**src/rtl/debug_ctrl.sv**
```systemverilog
// -----------------------------------------------------------------------------
// debug_ctrl
// UART-driven debug controller for the pipelined CPU. Single-byte commands are
// read from the receive FIFO while idle. They can step or run the pipeline,
// read back registers, memory and the PC, move the debug pointers, reset or
// flush the program, and bootload a program image word by word.
//
// Ports
//   i_clk, i_reset         clock (rising edge), asynchronous active-low reset
//   i_rx_data/i_rx_empty   head byte and empty flag of the UART receive FIFO
//   o_rx_rd                pop strobe (combinational, the only unregistered out)
//   o_tx_data/o_tx_start   byte to transmit and its one-cycle start strobe
//   i_tx_busy              transmitter busy
//   o_enable_latch         pipeline latch enables
//   i_is_end               program has halted
//   o_debug_direcc_reg     register-file debug pointer, i_debug_read_reg its data
//   o_debug_direcc_mem     data-memory debug pointer, i_debug_read_mem its data
//   i_read_pc              current program counter
//   o_pc_reset             PC reset pulse
//   o_borrar_programa      program flush pulse
//   o_boot_write/addr/word boot-memory write port
//   o_programa_cargado     a complete program (ending in HALT_WORD) is loaded
// -----------------------------------------------------------------------------
module debug_ctrl #(
  parameter int                DATA_W      = 32,
  parameter int                NUM_LATCH   = 5,
  parameter int                REG_ADDR_W  = 5,
  parameter int                MEM_ADDR_W  = 7,
  parameter int                MEM_STRIDE  = 4,
  parameter int                BOOT_ADDR_W = 8,
  parameter logic [DATA_W-1:0] HALT_WORD   = 32'hFFFF_FFFF
) (
  input  logic                   i_clk,
  input  logic                   i_reset,
  input  logic [7:0]             i_rx_data,
  input  logic                   i_rx_empty,
  output logic                   o_rx_rd,
  output logic [7:0]             o_tx_data,
  output logic                   o_tx_start,
  input  logic                   i_tx_busy,
  output logic [NUM_LATCH-1:0]   o_enable_latch,
  input  logic                   i_is_end,
  output logic [REG_ADDR_W-1:0]  o_debug_direcc_reg,
  input  logic [DATA_W-1:0]      i_debug_read_reg,
  output logic [MEM_ADDR_W-1:0]  o_debug_direcc_mem,
  input  logic [DATA_W-1:0]      i_debug_read_mem,
  input  logic [DATA_W-1:0]      i_read_pc,
  output logic                   o_pc_reset,
  output logic                   o_borrar_programa,
  output logic                   o_boot_write,
  output logic [BOOT_ADDR_W-1:0] o_boot_addr,
  output logic [DATA_W-1:0]      o_boot_word,
  output logic                   o_programa_cargado
);

  localparam int NBYTES = DATA_W / 8;
  localparam int CNT_W  = $clog2(NBYTES + 1);

  localparam logic [CNT_W-1:0]      LAST_BYTE = CNT_W'(NBYTES - 1);
  localparam logic [CNT_W-1:0]      ALL_BYTES = CNT_W'(NBYTES);
  localparam logic [MEM_ADDR_W-1:0] MEM_STEP  = MEM_ADDR_W'(MEM_STRIDE);

  localparam logic [7:0] CMD_STEP    = 8'h53;  // 'S'
  localparam logic [7:0] CMD_RUN     = 8'h47;  // 'G'
  localparam logic [7:0] CMD_REG     = 8'h52;  // 'R'
  localparam logic [7:0] CMD_MEM     = 8'h4D;  // 'M'
  localparam logic [7:0] CMD_PC      = 8'h50;  // 'P'
  localparam logic [7:0] CMD_REG_INC = 8'h54;  // 'T'
  localparam logic [7:0] CMD_REG_DEC = 8'h45;  // 'E'
  localparam logic [7:0] CMD_MEM_INC = 8'h2C;  // ','
  localparam logic [7:0] CMD_MEM_DEC = 8'h4E;  // 'N'
  localparam logic [7:0] CMD_PC_RST  = 8'h43;  // 'C'
  localparam logic [7:0] CMD_FLUSH   = 8'h46;  // 'F'
  localparam logic [7:0] CMD_BOOT    = 8'h42;  // 'B'

  typedef enum logic [2:0] {
    IDLE,
    STEP_ARG,
    STEP,
    RUN,
    SEND,
    BOOT,
    PULSE
  } state_t;

  state_t              state;
  logic [7:0]          step_cnt;
  logic [DATA_W-1:0]   send_word;
  logic [DATA_W-1:0]   boot_shift;
  logic [CNT_W-1:0]    byte_cnt;
  logic                send_wait;

  logic [REG_ADDR_W-1:0] reg_ptr_inc;
  logic [REG_ADDR_W-1:0] reg_ptr_dec;
  logic [MEM_ADDR_W-1:0] mem_ptr_inc;
  logic [MEM_ADDR_W-1:0] mem_ptr_dec;
  logic [DATA_W-1:0]     boot_word_next;

  // Only the states that consume FIFO bytes may pop, so bytes that arrive
  // during SEND, STEP or RUN wait in the FIFO until we are back in IDLE.
  // The pointer arithmetic wraps naturally at the pointer width, and the boot
  // word is assembled LSB-first by shifting each new byte in from the top.
  always_comb begin
    o_rx_rd = 1'b0;
    if (!i_rx_empty && (state == IDLE || state == STEP_ARG || state == BOOT))
      o_rx_rd = 1'b1;
    reg_ptr_inc    = o_debug_direcc_reg + 1'b1;
    reg_ptr_dec    = o_debug_direcc_reg - 1'b1;
    mem_ptr_inc    = o_debug_direcc_mem + MEM_STEP;
    mem_ptr_dec    = o_debug_direcc_mem - MEM_STEP;
    boot_word_next = (boot_shift >> 8) | (DATA_W'(i_rx_data) << (DATA_W - 8));
  end

  // Main controller. Strobes default low every cycle so each pulse lasts one
  // clock. The boot address advances in the cycle after a write, which keeps
  // o_boot_addr valid while o_boot_write is high. A flush in that same cycle
  // overrides the advance because it is assigned later.
  always_ff @(posedge i_clk or negedge i_reset) begin
    if (!i_reset) begin
      state              <= IDLE;
      step_cnt           <= '0;
      send_word          <= '0;
      boot_shift         <= '0;
      byte_cnt           <= '0;
      send_wait          <= 1'b0;
      o_tx_data          <= '0;
      o_tx_start         <= 1'b0;
      o_enable_latch     <= '0;
      o_debug_direcc_reg <= REG_ADDR_W'(1);
      o_debug_direcc_mem <= MEM_STEP;
      o_pc_reset         <= 1'b0;
      o_borrar_programa  <= 1'b0;
      o_boot_write       <= 1'b0;
      o_boot_addr        <= '0;
      o_boot_word        <= '0;
      o_programa_cargado <= 1'b0;
    end else begin
      o_tx_start        <= 1'b0;
      o_pc_reset        <= 1'b0;
      o_borrar_programa <= 1'b0;
      o_boot_write      <= 1'b0;
      if (o_boot_write)
        o_boot_addr <= o_boot_addr + 1'b1;

      case (state)
        IDLE: begin
          if (!i_rx_empty) begin
            case (i_rx_data)
              CMD_STEP: state <= STEP_ARG;
              CMD_RUN: begin
                if (!i_is_end) begin
                  o_enable_latch <= '1;
                  state          <= RUN;
                end
              end
              CMD_REG: begin
                send_word <= i_debug_read_reg;
                byte_cnt  <= '0;
                send_wait <= 1'b0;
                state     <= SEND;
              end
              CMD_MEM: begin
                send_word <= i_debug_read_mem;
                byte_cnt  <= '0;
                send_wait <= 1'b0;
                state     <= SEND;
              end
              CMD_PC: begin
                send_word <= i_read_pc;
                byte_cnt  <= '0;
                send_wait <= 1'b0;
                state     <= SEND;
              end
              CMD_REG_INC: begin
                o_debug_direcc_reg <= reg_ptr_inc;
                send_word          <= DATA_W'(reg_ptr_inc);
                byte_cnt           <= '0;
                send_wait          <= 1'b0;
                state              <= SEND;
              end
              CMD_REG_DEC: begin
                o_debug_direcc_reg <= reg_ptr_dec;
                send_word          <= DATA_W'(reg_ptr_dec);
                byte_cnt           <= '0;
                send_wait          <= 1'b0;
                state              <= SEND;
              end
              CMD_MEM_INC: begin
                o_debug_direcc_mem <= mem_ptr_inc;
                send_word          <= DATA_W'(mem_ptr_inc);
                byte_cnt           <= '0;
                send_wait          <= 1'b0;
                state              <= SEND;
              end
              CMD_MEM_DEC: begin
                o_debug_direcc_mem <= mem_ptr_dec;
                send_word          <= DATA_W'(mem_ptr_dec);
                byte_cnt           <= '0;
                send_wait          <= 1'b0;
                state              <= SEND;
              end
              CMD_PC_RST: begin
                o_pc_reset <= 1'b1;
                state      <= PULSE;
              end
              CMD_FLUSH: begin
                o_pc_reset         <= 1'b1;
                o_borrar_programa  <= 1'b1;
                o_programa_cargado <= 1'b0;
                o_boot_addr        <= '0;
                state              <= PULSE;
              end
              CMD_BOOT: begin
                // A loaded program must be flushed before it can be reloaded.
                if (!o_programa_cargado) begin
                  byte_cnt   <= '0;
                  boot_shift <= '0;
                  state      <= BOOT;
                end
              end
              default: ;
            endcase
          end
        end

        STEP_ARG: begin
          // A step count of zero is treated as a single step.
          if (!i_rx_empty) begin
            step_cnt       <= (i_rx_data == 8'd0) ? 8'd1 : i_rx_data;
            o_enable_latch <= '1;
            state          <= STEP;
          end
        end

        STEP: begin
          if (i_is_end || step_cnt == 8'd1) begin
            o_enable_latch <= '0;
            state          <= IDLE;
          end else begin
            step_cnt <= step_cnt - 8'd1;
          end
        end

        RUN: begin
          if (i_is_end) begin
            o_enable_latch <= '0;
            state          <= IDLE;
          end
        end

        SEND: begin
          // send_wait covers the cycle after a start, giving the transmitter
          // time to raise busy before we look at it again.
          if (send_wait) begin
            send_wait <= 1'b0;
            if (byte_cnt == ALL_BYTES)
              state <= IDLE;
          end else if (!i_tx_busy) begin
            o_tx_data  <= send_word[7:0];
            o_tx_start <= 1'b1;
            send_word  <= send_word >> 8;
            byte_cnt   <= byte_cnt + 1'b1;
            send_wait  <= 1'b1;
          end
        end

        BOOT: begin
          if (!i_rx_empty) begin
            if (byte_cnt == LAST_BYTE) begin
              o_boot_word  <= boot_word_next;
              o_boot_write <= 1'b1;
              byte_cnt     <= '0;
              boot_shift   <= '0;
              if (boot_word_next == HALT_WORD) begin
                o_programa_cargado <= 1'b1;
                state              <= IDLE;
              end
            end else begin
              boot_shift <= boot_word_next;
              byte_cnt   <= byte_cnt + 1'b1;
            end
          end
        end

        PULSE: state <= IDLE;

        default: state <= IDLE;
      endcase
    end
  end

endmodule
```
**config.mk**
```make
export PLATFORM = sky130hd
export DESIGN_NAME = debug_ctrl
export DESIGN_NICKNAME = d
export VERILOG_FILES = /design/src/rtl/debug_ctrl.sv
export SDC_FILE = /design/constraint.sdc
export NUM_CORES = 1
export LEC_CHECK = 0
export BUFFER_PORTS_ARGS = -buffer_cell sky130_fd_sc_hd__buf_2
export CAP_MARGIN = 30
export CORE_AREA = 2 2 164 118
export CTS_BUF_LIST = sky130_fd_sc_hd__clkbuf_16
export CTS_CLUSTER_DIAMETER = 60
export DETAILED_ROUTE_END_ITERATION = 8
export DIE_AREA = 0 0 166 120
export GPL_TIMING_DRIVEN = 0
export PLACE_DENSITY = 0.67
export SETUP_SLACK_MARGIN = 0.2
export SLEW_MARGIN = 15
export SYNTH_ARGS = -nofsm -noshare
export SYNTH_HDL_FRONTEND = slang
export SYNTH_SLANG_ARGS = --single-unit
```
**constraint.sdc**
```tcl
create_clock -name i_clk -period 2.05 [get_ports i_clk]
set_input_delay 0.205 -clock i_clk [delete_from_list [all_inputs] [get_ports i_clk]]
set_output_delay 0.205 -clock i_clk [all_outputs]
set_load 0.02 [all_outputs]
```
==> impl_metrics.json <==
{
  "proportion_of_synthesized_chip_area_in_sequential_cells_pct": 46.59,
  "drive_above_1_share_pct": 45.03,
  "clk_path_buf_depth": 2,
  "first_pass_iteration_count_of_the_detailed_router": 7,
  "setup_tns_ns": -0.2623,
  "timing.clock.skew_ns": 0.01285,
  "critical_register_to_register_path_endpoint": "o_boot_word[15]$_DFFE_PN0P_",
  "holdPathStages": 3,
  "place_congestion": 0.8644,
  "synth.top_cells.by_area": "sky130_fd_sc_hd__dfrtp_1 (46%), sky130_fd_sc_hd__nand2_1 (7.6%), sky130_fd_sc_hd__mux2_2 (5.7%)",
  "h-tree-depth": 4,
  "antenna_violations_before_repair": 3,
  "slew_headroom_pct": 55.66,
  "netlist-cell-type-count": 67,
  "grt_pass1_wl_mm": 37.72,
  "period_minus_slack_ns": 2.100,
  "globalRouteTotalUtil_pct": 24.25,
  "wire_per_inst_microns": 19.70,
  "antenna_violating_nets_left": 0,
  "synthesis.instances": 762,
  "peakVddDrop_v": 0.0005329,
  "drv_slew": 0,
  "top_regs": "o_boot_word (32), send_word (32), boot_shift (24)",
  "slowest_delay_ns": 0.41,
  "timing_worst_slew_pin_value_ns": 0.6484,
  "netlist_area_sq_mm": 0.007256,
  "hold_path.startpoint": "i_rx_data[7]",
  "worstPathRequired_ns": 2.36,
  "worst-path-buf-inv": 5,
  "launching_element_type_of_the_critical_path": "flop",
  "worst_path_dominant_cell_family": "buffers and inverters",
  "clkTransAtPathRegs_ns": 0.07,
  "result_of_the_run": "finished with violations",
  "grt_start_max_net_pins": 80,
  "synth-xor-area-share_pct": 3.380,
  "crit_path_end_kind": "flop",
  "drt_via_density": 5.572,
  "fillCellCount": 1554,
  "vias": 7082,
  "initial_core_util_pct": 39.34,
  "reg2reg_setup_slack_ns": -0.05,
  "postSynth.asyncResetShare_pct": 100.0,
  "clock-root-buffer": "sky130_fd_sc_hd__clkbuf_16",
  "top_layer": "met4",
  "final_min_period_over_clock_period_pct": 102.5,
  "met2WireLength_mm": 11.48,
  "core-area_sq_mm": 0.01845,
  "max_cap_viol_count": 0,
  "rr_startpoint": "state[1]$_DFFE_PN0P_",
  "synth_top_family_by_area": "simple AND/OR/NAND/NOR gates",
  "drc": 0,
  "clock_sink_count": 135,
  "detail_route.iter0.violations": 693,
  "yosys.area_share.adder_pct": 1.897,
  "postSynthRegisterBits": 135,
  "die_footprint_sq_mm": 0.01992,
  "tritoncts_clock_tree": "built",
  "synthSimpleGateAreaFrac_pct": 18.31,
  "gr-total-overflow": 0,
  "post_synth.cell_area_avg_sq_um": 9.522,
  "area_delta_synth_final_pct": 45.89,
  "synth_ff_type": "sky130_fd_sc_hd__dfrtp_1",
  "post-route-worst-setup-slack_ns": -0.05026,
  "critPathSlowestCell": "sky130_fd_sc_hd__dfrtp_1",
  "yosys-top-cells-count": "sky130_fd_sc_hd__nand2_1 (147), sky130_fd_sc_hd__dfrtp_1 (133), sky130_fd_sc_hd__o21ai_0 (62), sky130_fd_sc_hd__nor2_1 (46), sky130_fd_sc_hd__mux2_2 (37)",
  "violations": "setup timing",
  "unrepaired_setup_endpoints_after_global_routing": "yes",
  "arrival_ns": 2.41,
  "first_global_vias": 6785,
  "crit_type": "flop to flop",
  "crit_path_max_fanout": 5,
  "synth.mux.area_fraction_pct": 6.587,
  "setup_viol": 13,
  "post_synth_top_area_share_pct": 45.87,
  "holdPathEnd": "boot_shift[31]$_DFFE_PN0P_",
  "power_per_cell_area_mw_per_mm2": 849.9,
  "synth_compound_area_share_pct": 18.04,
  "insertion_delay_ns": 0.43,
  "final_nets": 1133,
  "yosys_warnings": 0,
  "total_power_mw": 8.996,
  "dpl_hpwl_mm": 16.17,
  "core.rowCount": 42,
  "hold_class": "input port to flop",
  "met1_length_mm": 11.29,
  "max_clock_freq_mhz": 476.1,
  "post-synth-top-count-cell": "sky130_fd_sc_hd__nand2_1",
  "rr_worst_depth": 8,
  "die_h_microns": 120,
  "synth_area_leader_cell": "sky130_fd_sc_hd__dfrtp_1",
  "critical_path.cell_chain": "clkbuf_8 > or3_4 > buf_8 > nor3b_4 > buf_12 > buf_12 > buf_8 > mux2_4",
  "drt-total-wl_mm": 25.04,
  "overall_die_width_microns": 166,
  "floorplan.io_pins": 180,
  "p_leak_nw": 4.958,
  "port_buffers": 174,
  "finalHoldViolations": 0,
  "numCtsBuffers": 17,
  "fin_util_pct": 57.39,
  "synth_enable_flop_cells": 0,
  "dr_wl_met3_mm": 1.744
}
## tightest hold or removal path: stages
cell and delay [ns]:
sky130_fd_sc_hd__buf_6 0.13, sky130_fd_sc_hd__nand2_1 0.06, sky130_fd_sc_hd__o21ai_0 0.06
## cells by family after synthesis
kind of cell / count (synthesis)
AND/OR/NAND/NOR: 283
AO/OA/AOI/OAI: 184
flip-flops: 135
buffers and inverters: 77
multiplexers: 43
XOR/XNOR: 28
adder cells (fa/ha/maj): 11
other: 1
## final cells by class
| class | instances | area [sq um] | area share, % |
|---|---|---|---|
| sequential | 135 | 3382 | 31.95 |
| timing repair inverter | 1 | 7.507 | 0.07092 |
| tap | 242 | 302.8 | 2.861 |
| clock buffer | 17 | 425.4 | 4.019 |
| timing repair buffer | 230 | 1510 | 14.27 |
| inverter | 16 | 63.81 | 0.6028 |
| buffer | 61 | 549.3 | 5.189 |
| multi-input combinational | 551 | 4169 | 39.39 |
| clock inverter | 15 | 167.7 | 1.584 |
| antenna | 3 | 7.507 | 0.07092 |
## layer usage
layer	track usage, %	vias up
li1	-	3238
met5	0	-
met2	35.89	303
met1	35.06	3497
met3	5.013	44
met4	8.913	0
## timing repair
item                                   in CTS  in global routing
endpoints found under the hold margin      54                  0
setup endpoints to repair                 126                114
cloned                                      6                  1
buffers inserted                           37                 11
resized for setup                         116                107
hold buffers                                1                  0
pin swaps                                  30                 23
## layout by cell type (no fill, tap or decap), types with 13 or more instances in the layout
cell type                   instances
sky130_fd_sc_hd__buf_2            175
sky130_fd_sc_hd__clkbuf_16         17
sky130_fd_sc_hd__nand2_4           16
sky130_fd_sc_hd__a21oi_1           17
sky130_fd_sc_hd__o2bb2ai_1         19
sky130_fd_sc_hd__nand4_1           13
sky130_fd_sc_hd__buf_6             14
sky130_fd_sc_hd__nand2_1          124
sky130_fd_sc_hd__nor2_1            37
sky130_fd_sc_hd__a221oi_1          20
sky130_fd_sc_hd__o21ai_2           16
sky130_fd_sc_hd__nand3_1           14
sky130_fd_sc_hd__o21ai_0           40
sky130_fd_sc_hd__dfrtp_1          132
sky130_fd_sc_hd__mux2_4            23
sky130_fd_sc_hd__buf_4             49
sky130_fd_sc_hd__mux2_2            14
## how the worst max path moves through the flow
stage / depth (start not counted) / endpoint / slack [ns] / from
finish: 8 / o_boot_word[15]$_DFFE_PN0P_ / -0.05 / state[1]$_DFFE_PN0P_
detailed placement: 6 / o_boot_addr[3]$_DFF_PN0_ / -0.66 / state[0]$_DFFE_PN0P_
floorplan: 6 / o_boot_word[10]$_DFFE_PN0P_ / 0.06 / state[1]$_DFFE_PN0P_
CTS: 8 / state[0]$_DFFE_PN0P_ / 0.0002 / byte_cnt[1]$_DFFE_PN0P_
global placement: 1 / o_tx_data[0]$_DFFE_PN0P_ / -1.18 / i_reset
global route: 8 / o_boot_word[15]$_DFFE_PN0P_ / -0.07 / state[1]$_DFFE_PN0P_
## through the flow
step	worst slack (ns)	instance area [sq um]	hold WS, ns	std cells
floorplan	0.05710	7458	-0.09059	763
global placement	-1.184	8632	0.4561	1179
detailed placement	-0.6604	8670	0.1631	1180
CTS	0.0001930	10120	0.06021	1256
global route	-0.07163	10590	0.08250	1271
finish	-0.05026	10590	0.06815	1271
## where the power goes
part | leakage [nW] | internal, mW | switching (mW)
clock network | 0.288 | 1.82 | 1.31
logic | 2.91 | 1.02 | 1.15
registers | 1.76 | 3.18 | 0.520
total | 4.96 | 6.01 | 2.98
Power figures use the tool's default switching activity.
